<file path="config.mk">
export PLATFORM = sky130hd
export DESIGN_NAME = hazard_scoreboard
export DESIGN_NICKNAME = d
export VERILOG_FILES = /design/src/rtl/hazard_scoreboard.sv
export SDC_FILE = /design/constraint.sdc
export NUM_CORES = 1
export LEC_CHECK = 0
export ABC_AREA = 1
export CAP_MARGIN = 20
export CORE_AREA = 2 2 76 78
export DETAILED_ROUTE_END_ITERATION = 16
export DIE_AREA = 0 0 78 80
export PLACE_DENSITY_LB_ADDON = 0.08
export SETUP_SLACK_MARGIN = 0.1
export SLEW_MARGIN = 40
export SYNTH_ARGS = -nofsm -noshare
export SYNTH_HDL_FRONTEND = slang
export SYNTH_SLANG_ARGS = --single-unit
</file>
<file path="constraint.sdc">
create_clock -name clk -period 2.3 [get_ports clk]
set_input_delay 0.23 -clock clk [delete_from_list [all_inputs] [get_ports clk]]
set_output_delay 0.23 -clock clk [all_outputs]
set_load 0.05 [all_outputs]
</file>
<file path="src/rtl/hazard_scoreboard.sv">
// D-stage hazard scoreboard: tracks in-flight GRF writers with self-decrementing
// Tnew counters and derives stall, rs/rt forwarding selects and mult/div busy.
module hazard_scoreboard #(
    parameter int REG_AW    = 5,
    parameter int STAGES    = 3,
    parameter int T_W       = 3,
    parameter int TUSE_NONE = 4,
    parameter int MD_LAT    = 5
) (
    input  logic                          clk,
    input  logic                          rst_n,
    input  logic                          d_valid,
    input  logic [REG_AW-1:0]             d_rs,
    input  logic [REG_AW-1:0]             d_rt,
    input  logic [T_W-1:0]                d_rs_use,
    input  logic [T_W-1:0]                d_rt_use,
    input  logic                          d_reg_write,
    input  logic [REG_AW-1:0]             d_dst,
    input  logic [T_W-1:0]                d_tnew,
    input  logic                          d_md_start,
    input  logic                          d_md_use,
    input  logic                          flush,
    output logic                          stall,
    output logic [$clog2(STAGES+1)-1:0]   fwd_rs,
    output logic [$clog2(STAGES+1)-1:0]   fwd_rt,
    output logic                          md_busy
);

    localparam int FW = $clog2(STAGES + 1);
    localparam int MW = $clog2(MD_LAT + 1);

    logic              ent_v_reg    [1:STAGES];
    logic [REG_AW-1:0] ent_dst_reg  [1:STAGES];
    logic [T_W-1:0]    ent_tnew_reg [1:STAGES];
    logic              ent_v_next    [1:STAGES];
    logic [REG_AW-1:0] ent_dst_next  [1:STAGES];
    logic [T_W-1:0]    ent_tnew_next [1:STAGES];

    logic [MW-1:0]     md_cnt_reg;
    logic [MW-1:0]     md_cnt_next;
    logic              issue;

    logic [REG_AW-1:0] op_addr  [2];
    logic [T_W-1:0]    op_use   [2];
    logic              op_stall [2];
    logic [FW-1:0]     op_fwd   [2];

    assign issue = d_valid & ~stall & ~flush;

    // Entry 1 takes the issuing instruction (or a bubble); a write to $0 is never tracked.
    assign ent_v_next[1]    = issue & d_reg_write & (d_dst != '0);
    assign ent_dst_next[1]  = d_dst;
    assign ent_tnew_next[1] = d_tnew;

    genvar gi;
    generate
        for (gi = 2; gi <= STAGES; gi++) begin : g_shift
            assign ent_v_next[gi]    = ent_v_reg[gi-1];
            assign ent_dst_next[gi]  = ent_dst_reg[gi-1];
            assign ent_tnew_next[gi] = (ent_tnew_reg[gi-1] == '0) ? '0
                                     : ent_tnew_reg[gi-1] - T_W'(1);
        end
    endgenerate

    always_ff @(posedge clk or negedge rst_n) begin
        if (!rst_n) begin
            for (int k = 1; k <= STAGES; k++) begin
                ent_v_reg[k]    <= 1'b0;
                ent_dst_reg[k]  <= '0;
                ent_tnew_reg[k] <= '0;
            end
            md_cnt_reg <= '0;
        end else begin
            for (int k = 1; k <= STAGES; k++) begin
                ent_v_reg[k]    <= ent_v_next[k];
                ent_dst_reg[k]  <= ent_dst_next[k];
                ent_tnew_reg[k] <= ent_tnew_next[k];
            end
            md_cnt_reg <= md_cnt_next;
        end
    end

    always_comb begin
        md_cnt_next = md_cnt_reg;
        if (issue && d_md_start) begin
            md_cnt_next = MW'(MD_LAT);
        end else if (md_cnt_reg != '0) begin
            md_cnt_next = md_cnt_reg - MW'(1);
        end
    end

    assign md_busy = (md_cnt_reg != '0);

    assign op_addr[0] = d_rs;
    assign op_addr[1] = d_rt;
    assign op_use[0]  = d_rs_use;
    assign op_use[1]  = d_rt_use;

    generate
        for (gi = 0; gi < 2; gi++) begin : g_op
            logic          hit;
            logic [FW-1:0] idx;
            logic [T_W-1:0] m_tnew;

            // Scan oldest to youngest so the youngest matching writer wins.
            always_comb begin
                hit    = 1'b0;
                idx    = '0;
                m_tnew = '0;
                for (int k = STAGES; k >= 1; k--) begin
                    if (ent_v_reg[k] && (ent_dst_reg[k] == op_addr[gi]) && (op_addr[gi] != '0)) begin
                        hit    = 1'b1;
                        idx    = FW'(k);
                        m_tnew = ent_tnew_reg[k];
                    end
                end
            end

            assign op_stall[gi] = hit && (op_use[gi] != T_W'(TUSE_NONE)) && (m_tnew > op_use[gi]);
            assign op_fwd[gi]   = (hit && (m_tnew == '0)) ? idx : '0;
        end
    endgenerate

    assign stall  = d_valid & (op_stall[0] | op_stall[1] | (d_md_use & md_busy));
    assign fwd_rs = op_fwd[0];
    assign fwd_rt = op_fwd[1];

endmodule
</file>
==> reports/results.tsv <==
metric	value	unit
Initial DRT Pass Iterations	4	
Syn Nets	354	
HP Class	primary input to async pin	
commonest cells after routing, fill and taps aside	nand2_1 (96), inv_1 (37), dfrtp_1 (28)	
WL per Instance	11.6	um
Skew-Pair Late Insertion Delay	0.28	ns
CP Depth	20	
1st-iter DRT viols	73	
outcome	finished with violations	
Core Region	0.00541	mm2
Final nets	427	
total number of vias	2106	
DP Area	0.00275	mm2
maxcap violations	0	
Num Clock Sinks	30	
Hold Vio Cnt, Final	0	
Initial Util	38.8	%
# IOs	37	
total die area	0.00624	mm2
Max VDD drop	472	uV
FP Rows	27	
gr ovfl total	0	
Routed Antenna Nets	0	
Synth Cell Area	0.00210	mm2
TritonCTS Buffers	5	
top_reg_cell synth	dfrtp_1	
CTS clock-pin slew for the worst setup and hold paths	0.07	ns
commonest non-fill, non-tap cell in the layout	nand2_1	
RSZ-0062 raised after global routing	true	
Pwr Density	540	mW/mm2
fin crit share	124	%
CP Launch Type	flop	
Total Power	1.75	mW
CP bufs+invs	5	
total global-route track usage	17.5	%
Critical Path Max Stage Delay	0.43	ns
CTS tree	yes	
placer's final routability congestion estimate	0.882	
failing checks	negative setup slack	
Post-synth ARST share	100	%
worst rel slew slack	66.9	%
setup slack, reg-to-reg	-0.19	ns
sequential area share after synthesis	35.8	%
final setup margin	-0.548	ns
Syn Area/Cell	6.75	um2
layout cells sized above 1	33.2	%
Worst EP arrival	2.62	ns
layout filler cell count	501	
Final HPWL DP	4000	um
flops & latches, synth	30	
Period minus WS final	2.85	ns
Setup-failing EPs final	6	
crit-path max FO	4	
Worst-Margin Slew	0.494	ns
# H-tree levels	2	
first-pass GRT wire length	8450	um
Final Max Slew Viols	0	
EDFF count, synth	0	
number of global-route vias before repair	1909	
crit path cell chain	inv_1, nand2_1, nand3_1, nor2_4, nand2_4, o21ai_2, inv_1, nand2_1, nand2_2, inv_2, ha_4, nand2_2, nor2_1, a211oi_2, nor2_1, a21boi_1, nand2_1, nand2_1, inv_2, buf_12	
CP top delay family	simple AND/OR/NAND/NOR gates	
CP Capture Type	output port	
routed vias/inst	4.61	
# DRC	0	
crit path max-delay cell type	dfrtp_1	
Syn-to-layout area delta	54.8	%
Worst Reg-to-Reg Cells	19	
Clock Skew	0.00647	ns
final instance area	0.00325	mm2
P_leak	1.69	nW
Synth cell types	29	
Largest register FFs	10	
die height	80	um
largest net degree at the start of global routing	31	
IO buf count	36	
final WL	5280	um
Setup CP Type	flop to output port	
Mapped Cells	311	
Max Freq	351	MHz
final core utilization	60.1	%
initial antenna violation count	0	
diode count	0	
Die Wd	78	um
CP Data Required Time	2.07	ns
synth warn	0	
CTS Root Cell	clkbuf_8	
clk buf depth	2	
most used cell along the critical path	nand2_1	
-- final timing paths --
path,start,endpoint
min reg2reg,ent_v_next[0],ent_v_reg[0]
min,rst_n,ent_dst_reg[2]
max reg2reg,ent_dst_next[0],ent_v_next[1]
min in group clk,ent_v_next[0],ent_v_reg[0]
max in group asynchronous,rst_n,ent_dst_next[3]
max,ent_dst_next[1],stall
-- timing repair --
action,in CTS,in global routing
hold buffers,0,0
gates resized for setup,30,60
setup endpoints to repair,9,9
pin swaps,16,33
gates cloned,0,0
buffers inserted,10,11
-- layer usage --
layer / GRT usage [%] / up-vias / wire, um
met3: 2.94 / 6 / 262
li1: - / 1099 / -
met1: 24.2 / 955 / 2540
met4: 5.61 / 0 / 46
met5: 0 / - / 0
met2: 27.9 / 46 / 2430
-- Yosys cell counts (4+ instances only) --
library cell,count,area [um2]
ha_1,12,150
nor3_1,7,35.0
nor2_1,25,93.8
nand3_1,17,85.1
o21ai_0,6,30.0
inv_2,11,41.3
inv_1,47,176
nand4_1,5,31.3
nand2_2,5,31.3
a21oi_1,5,25.0
nand2_1,113,424
dfrtp_1,30,751
nor2_2,4,25.0
-- power by group --
group	internal [mW]	switching [mW]	leakage [nW]	total [mW]
Combinational	0.201	0.257	1.26	0.458
Sequential	0.585	0.0412	0.358	0.626
Clock	0.462	0.208	0.0714	0.670
-- stage by stage --
step	hold WS, ns	worst slack [ns]	instances	setup TNS (ns)
finish	0.335	-0.548	457	-1.07
global route	0.378	-0.741	457	-2.36
detailed placement	0.367	-0.788	436	-3.30
CTS	0.348	-0.656	451	-2.09
global placement	0.365	-0.753	436	-3.17
floorplan	-0.0656	-0.150	311	-0.150
-- cells by family (layout without fill, tap and decap cells) --
group	count (synthesis)	count (layout)	share of synthesized area [%]
adder cells (fa/ha/maj)	12	12	7.15
flip-flops	30	30	35.8
buffers and inverters	60	134	10.7
XOR/XNOR	4	4	1.67
AND/OR/NAND/NOR	185	185	39.0
AO/OA/AOI/OAI	20	20	5.66
-- area by class of cell --
type	instances	area, um2	area share (%)
multi-input combinational	221	1390	42.9
sequential	30	753	23.2
timing repair buffer	66	646	19.9
inverter	60	225	6.93
tap	72	90.1	2.77
clock buffer	6	82.6	2.54
clock inverter	2	60.1	1.85
Power figures use the tool's default switching activity.
